<file path="config.mk">
export PLATFORM = sky130hd
export DESIGN_NAME = instruction_fetch
export DESIGN_NICKNAME = d
export VERILOG_FILES = /design/src/rtl/instruction_fetch.sv
export SDC_FILE = /design/constraint.sdc
export NUM_CORES = 1
export LEC_CHECK = 0
export CORE_ASPECT_RATIO = 1.25
export CORE_UTILIZATION = 43
export CTS_CLUSTER_DIAMETER = 80
export DETAILED_ROUTE_END_ITERATION = 8
export PLACE_DENSITY = 0.91
export SKIP_LAST_GASP = 1
export SYNTH_ARGS = -nofsm -noshare
export SYNTH_HDL_FRONTEND = slang
export SYNTH_SLANG_ARGS = --single-unit
</file>
<file path="constraint.sdc">
create_clock -name clk -period 1.84 [get_ports clk]
set_input_delay 0.184 -clock clk [delete_from_list [all_inputs] [get_ports clk]]
set_output_delay 0.184 -clock clk [all_outputs]
set_load 0.03 [all_outputs]
</file>
<file path="src/rtl/instruction_fetch.sv">
// -----------------------------------------------------------------------------
// instruction_fetch
//
// Single-outstanding instruction fetch unit. It issues one ROM read, captures
// the returned word one cycle later, and presents it to the consumer with a
// valid/ready handshake. A new read is only issued once the held word has been
// taken (REQ -> WAIT -> HOLD -> REQ), so peak throughput is one word every
// 3 cycles. The latency from a read strobe to valid is 2 cycles.
//
// A branch redirects fetch_pc in any running state. It discards any word that
// is in flight (WAIT) or held (HOLD).
//
// Optional feature, selected by the macro FETCH_HALT_EN:
//   When defined, a held word equal to 20'hFFFFF (HALT) is presented like any
//   other word. Its transfer parks the unit in HALTED, and only reset leaves
//   that state. When undefined, HALTED does not exist and halted is tied to 0.
//
// Ports
//   clk            in   rising-edge clock
//   reset          in   synchronous, active-high reset
//   pc_write       in   fetch enable (0 stalls issue of new reads)
//   branch         in   redirect request, single cycle
//   branch_target  in   [19:0] redirect address
//   rom_load       out  ROM read strobe
//   rom_address    out  [19:0] ROM read address (= fetch_pc)
//   rom_data       in   [19:0] ROM data, valid the cycle after rom_load
//   instruction    out  [19:0] held instruction word
//   pc             out  [19:0] address of the held word
//   instr_valid    out  instruction/pc valid
//   instr_ready    in   consumer accept
//   halted         out  fetch stopped by a HALT word
// -----------------------------------------------------------------------------
module instruction_fetch (
    input  logic        clk,
    input  logic        reset,
    input  logic        pc_write,
    input  logic        branch,
    input  logic [19:0] branch_target,
    output logic        rom_load,
    output logic [19:0] rom_address,
    input  logic [19:0] rom_data,
    output logic [19:0] instruction,
    output logic [19:0] pc,
    output logic        instr_valid,
    input  logic        instr_ready,
    output logic        halted
);

    localparam int AW = 20;

`ifdef FETCH_HALT_EN
    localparam logic [AW-1:0] HALT_WORD = '1;
    typedef enum logic [1:0] {S_REQ, S_WAIT, S_HOLD, S_HALTED} state_t;
`else
    typedef enum logic [1:0] {S_REQ, S_WAIT, S_HOLD} state_t;
`endif

    // Word held for the consumer, paired with the address it came from.
    typedef struct packed {
        logic [AW-1:0] addr;
        logic [AW-1:0] word;
    } fetch_word_t;

    state_t      state, state_next;
    logic [AW-1:0] fetch_pc, fetch_pc_next;
    fetch_word_t held, held_next;
    logic        valid_next;
    logic        transfer;
    logic        running;

`ifdef FETCH_HALT_EN
    logic halted_q, halted_next;
    assign halted  = halted_q;
    assign running = (state != S_HALTED);
`else
    assign halted  = 1'b0;
    assign running = 1'b1;
`endif

    assign rom_address = fetch_pc;
    assign instruction = held.word;
    assign pc          = held.addr;
    assign transfer    = instr_valid & instr_ready;

    // ------------------------------------------------------------------
    // State register
    // ------------------------------------------------------------------
    always_ff @(posedge clk) begin
        if (reset) begin
            state       <= S_REQ;
            fetch_pc    <= '0;
            held        <= '0;
            instr_valid <= 1'b0;
`ifdef FETCH_HALT_EN
            halted_q    <= 1'b0;
`endif
        end else begin
            state       <= state_next;
            fetch_pc    <= fetch_pc_next;
            held        <= held_next;
            instr_valid <= valid_next;
`ifdef FETCH_HALT_EN
            halted_q    <= halted_next;
`endif
        end
    end

    // ------------------------------------------------------------------
    // Next state / outputs
    // ------------------------------------------------------------------
    always_comb begin
        state_next    = state;
        fetch_pc_next = fetch_pc;
        held_next     = held;
        valid_next    = instr_valid;
        rom_load      = 1'b0;
`ifdef FETCH_HALT_EN
        halted_next   = halted_q;
`endif

        unique case (state)
            S_REQ: begin
                // The strobe is masked by reset so no read is issued while
                // the unit is being cleared.
                if (pc_write && !branch && !reset) begin
                    rom_load   = 1'b1;
                    state_next = S_WAIT;
                end
            end
            S_WAIT: begin
                // rom_data returns this cycle; pc_write does not matter here.
                held_next     = '{addr: fetch_pc, word: rom_data};
                valid_next    = 1'b1;
                fetch_pc_next = fetch_pc + AW'(1);
                state_next    = S_HOLD;
            end
            S_HOLD: begin
                if (transfer) begin
                    valid_next = 1'b0;
`ifdef FETCH_HALT_EN
                    if (held.word == HALT_WORD) begin
                        state_next  = S_HALTED;
                        halted_next = 1'b1;
                    end else begin
                        state_next  = S_REQ;
                    end
`else
                    state_next = S_REQ;
`endif
                end
            end
`ifdef FETCH_HALT_EN
            S_HALTED: begin
                valid_next = 1'b0;
            end
`endif
            default: begin
                state_next = S_REQ;
                valid_next = 1'b0;
            end
        endcase

        // A branch overrides every per-state decision above. The capture in
        // WAIT and any held word in HOLD are dropped, even when a transfer
        // coincides with the branch.
        if (branch && running) begin
            fetch_pc_next = branch_target;
            held_next     = held;
            valid_next    = 1'b0;
            state_next    = S_REQ;
            rom_load      = 1'b0;
`ifdef FETCH_HALT_EN
            halted_next   = halted_q;
`endif
        end
    end

endmodule

</file>
Word-level counts from Yosys, hierarchy flattened --
Cells that the tools add are included.
Word-level totals: register bits after elaboration 63, output and inout bits 63, logic and storage cells 33
Operators by class: add/subtract/negate cells 1, equality and inequality tests 4, muxes and demuxes 10, bitwise gates (word level) 3, reduce and logical (&&, ||, !) cells 10
Operators with widths (count):
- $mux W20 | 2
- $add A20 B1 Y20 const B | 1
- $pmux W2 S3 | 1
- $reduce_and A2 Y1 | 3
- $mux W1 | 4
- $mux W2 | 2
- $ne A2 B2 Y1 const B | 2
- $pmux W1 S3 | 1
- $eq A2 B1 Y1 const B | 1
- $eq A2 B2 Y1 const B | 1
- $logic_and A1 B1 Y1 | 2
- $logic_not A1 Y1 | 2
- $logic_not A2 Y1 | 1
- $not A1 Y1 | 2
- $reduce_bool A2 Y1 | 1
- $reduce_or A2 Y1 | 1
- $and A1 B1 Y1 | 1

Depth between registers and ports, before layout --
depth in word-level cells 6, depth in mapped cells 6

Worst setup path before layout --
Ideal clock, no wire load.
path kind register to register, from reg fetch_pc[0] (netlist: rom_address[0]), to reg fetch_pc[16] (netlist: rom_address[16]), arrival 1.760 ns, required time 1.718 ns, path slack -0.042 ns, cell stages (with the launch flop) 6, path buffers 0, cells stage by stage dfxtp_1 > ha_1 > nand4b_1 > nor4_4 > a21boi_0 > o311a_1
Between the ends: word-level cells in the longest chain between the ends 3
RTL lines:
- start: declaration | RTL line 65 | logic [AW-1:0] fetch_pc, fetch_pc_next;
- start signal: assignment | RTL line 99 | fetch_pc <= fetch_pc_next;
- $add A20 B1 Y20 | RTL line 134 | fetch_pc_next = fetch_pc + AW'(1);
- $mux W20 | RTL line 121 | unique case (state)
- $mux W20 | RTL line 166 | if (branch && running) begin
Every way passes these cells. The select of a mux whose other input is x is not followed. A chain may end at the register's enable or synchronous reset.

Worst setup path after layout --
from reg fetch_pc[13] (netlist: rom_address[13]), to out rom_address[13]
RTL lines:
- end: declaration | RTL line 40 | output logic [19:0] rom_address,
No word-level cell between the ends.

==> results.json <==
{
  "drv_cap": 0,
  "ys.flop_type": "dfxtp_1",
  "nets": 486,
  "syn_area_sq_um": 2710,
  "status": "finished, final reports clean",
  "crit_buf_inv": 1,
  "skew_ns": 0.00524,
  "clock_sinks": 63,
  "yosysUniqueCellTypes": 47,
  "cp_slowest_cell": "clkdlybuf4s50_1",
  "firstDrtPassIters": 4,
  "ys_ff_latch": 63,
  "crit_path_start_kind": "register",
  "clock_path_buffers": 2,
  "synth-simple-area-share": 0.285,
  "nFillCells": 475,
  "clk_pin_slew_ns": 0.06,
  "grt-ovfl-total": 0,
  "hold_viol_final": 0,
  "antenna_found_initial": 0,
  "num_vias": 2725,
  "synth_common_cells": "93 x nand2_1, 63 x dfxtp_1, 44 x a21oi_1, 16 x clkbuf_1, 14 x nor2_1",
  "multi_input_area_sq_um": 1330,
  "grt_max_degree": 41,
  "cts_max_level": 3,
  "antennaDiodeCount": 0,
  "ys_seq_area_frac": 0.466,
  "hold_path_class": "input port to register",
  "synth_top_family_by_area": "simple AND/OR/NAND/NOR gates",
  "syn_area_per_cell_sq_um": 8.20,
  "die_area_sq_um": 6610,
  "pre_cts_slack_ns": 0.0585,
  "crit_required_ns": 1.66,
  "die_h_microns": 90.7,
  "cp-end-kind": "output pin",
  "cts-root-buf": "clkbuf_8",
  "drc": 0,
  "slew_violations": 0,
  "worstPathCellList": "clkdlybuf4s50_1",
  "finalSetupTns_ns": 0,
  "cts_tree": "built",
  "pwr-share-comb": 0.152,
  "synth_edf_count": 0,
  "dp.final_hpwl_microns": 5270,
  "start_util": 0.456,
  "drt_iter0_markers": 154,
  "regArea_sq_um": 1260,
  "max_clock_freq_mhz": 564,
  "synthAdderAreaFrac": 0.00463,
  "path_max_fanout": 10,
  "dpl.cell_count": 511,
  "critPathKind": "register to output pin",
  "fp.coreArea_sq_um": 5930,
  "critPathTopFamily": "buffers and inverters",
  "synth_mux_area_frac": 0.0116,
  "hold_ws_ns": 0.263,
  "synth_xor_area_frac": 0.0324,
  "post_drt_wl_per_cell_microns": 13.8,
  "async_flop_share": 0,
  "synth-warning-count": 0,
  "io_buffers": 106,
  "power_density_nw_per_um2": 758,
  "placed_cell_area_sq_um": 3910,
  "worstPathArrival_ns": 1.59,
  "yosysTopAreaCellShare": 0.466,
  "ios": 108,
  "postRouteAntennaNets": 0,
  "irDropWorstVdd_v": 0.000455,
  "synth_area_leaders": "dfxtp_1 47%, nand2_1 13%, a21oi_1 8.1%",
  "netlist_instances": 330,
  "timing.final.crit_period_ns": 1.77,
  "totalWireLength_microns": 7280,
  "syn_nets": 376,
  "area_growth_pct": 52.0,
  "setup_slack_ns": 0.0682,
  "cts_buffers": 9,
  "p_leak_nw": 1.46,
  "stdcell_count": 526,
  "synth_top_area_cell": "dfxtp_1",
  "rows": 31,
  "die_x_microns": 72.9,
  "p_int_mw": 2.33,
  "crit_path_max_incr_delay_ns": 0.74,
  "fin_area_sq_um": 4110,
  "vias_per_cell": 5.18,
  "drive_gt1_frac": 0.0923,
  "gr-usage-all-layers": 0.231,
  "pwr-share-seq": 0.471,
  "setup_viol": 0,
  "switching_power_mw": 0.790,
  "clk_latency_ns": 0.33,
  "switching_share": 0.253,
  "synth-compound-area-share": 0.153,
  "rsz0062_at_grt": "yes",
  "yosysMostFrequentCell": "nand2_1",
  "place.gp.congestion": 0.881,
  "grt_first_pass_wirelength_microns": 11900,
  "clkPwrFrac": 0.377,
  "grt_pass1_vias": 2601,
  "fin_crit_sh": 0.963
}
[power by group through the flow]
stage	sequential, mW	clock (mW)	combinational (mW)
final	1.47	1.18	0.473
after global routing	1.48	1.26	0.503
after CTS	1.47	1.21	0.473
after detailed placement	1.50	0	0.469
after global placement	1.50	0	0.462
after floorplan	1.58	0	0.142
[area by class of cell]
class	instances	share of cell area
Clock buffer	11	0.0368
Clock inverter	4	0.0110
Inverter	6	0.00548
Multi-Input combinational cell	240	0.323
Sequential cell	63	0.307
Tap cell	82	0.0249
Timing Repair Buffer	120	0.291
[cell families after synthesis]
family                     count (synthesis)
and+or+nand+nor                          156
AOI/OAI and AO/OA                         69
DFF                                       63
buffers and inverters                     27
xor gates and xnor gates                  10
muxes                                      3
adders and majority gates                  1
other                                      1
[flip-flops by register name, indices dropped and copies added, names as in the netlist]
name         count
state            2
instr_valid      1
instruction     20
pc              20
rom_address     20
[routing by layer]
| layer | vias to the layer above | routed length, microns | GRT usage |
|---|---|---|---|
| li1 | 1357 | - | - |
| met1 | 1260 | 2930 | 0.269 |
| met2 | 95 | 3770 | 0.397 |
| met3 | 13 | 468 | 0.0647 |
| met4 | 0 | 117 | 0.0833 |
| met5 | - | 0 | 0 |
[cells in the final DEF, fill, tap and decap left out, drive strengths merged, types with 4 or more instances in the layout]
cell / n
clkdlybuf4s50: 103
nand2: 93
dfxtp: 63
a21oi: 44
buf: 16
nor2: 14
clkbuf: 11
xnor2: 8
a211oi: 8
nor3: 7
nand3: 6
nor4: 6
nand2b: 5
inv: 5
nand4: 5
and4: 4
clkinv: 4
[final timing paths]
| check | from | end | slack, ns | depth (start not counted) |
|---|---|---|---|---|
| max | rom_address[13]$_SDFFE_PP0P_ | rom_address[13] | 0.07 | 1 |
| min | reset | pc[2]$_SDFFE_PP0P_ | 0.26 | 2 |
| max reg2reg | rom_address[6]$_SDFFE_PP0P_ | rom_address[17]$_SDFFE_PP0P_ | 0.10 | 4 |
| min reg2reg | pc[4]$_SDFFE_PP0P_ | pc[4]$_SDFFE_PP0P_ | 0.45 | 2 |
[metrics by stage]
stage                      util  power (mW)
final                     0.693        3.12
after global routing      0.693        3.24
after CTS                 0.692        3.15
after detailed placement  0.658        1.97
after global placement    0.658        1.96
after floorplan               -        1.72
[repair_timing]
| item | CTS | global route |
|---|---|---|
| buffers inserted | 0 | 0 |
| setup endpoints to repair | 0 | 5 |
| hold buffers | 0 | 0 |
| gates resized for setup | 0 | 2 |
Note: power is estimated with default switching activity, not from simulation.
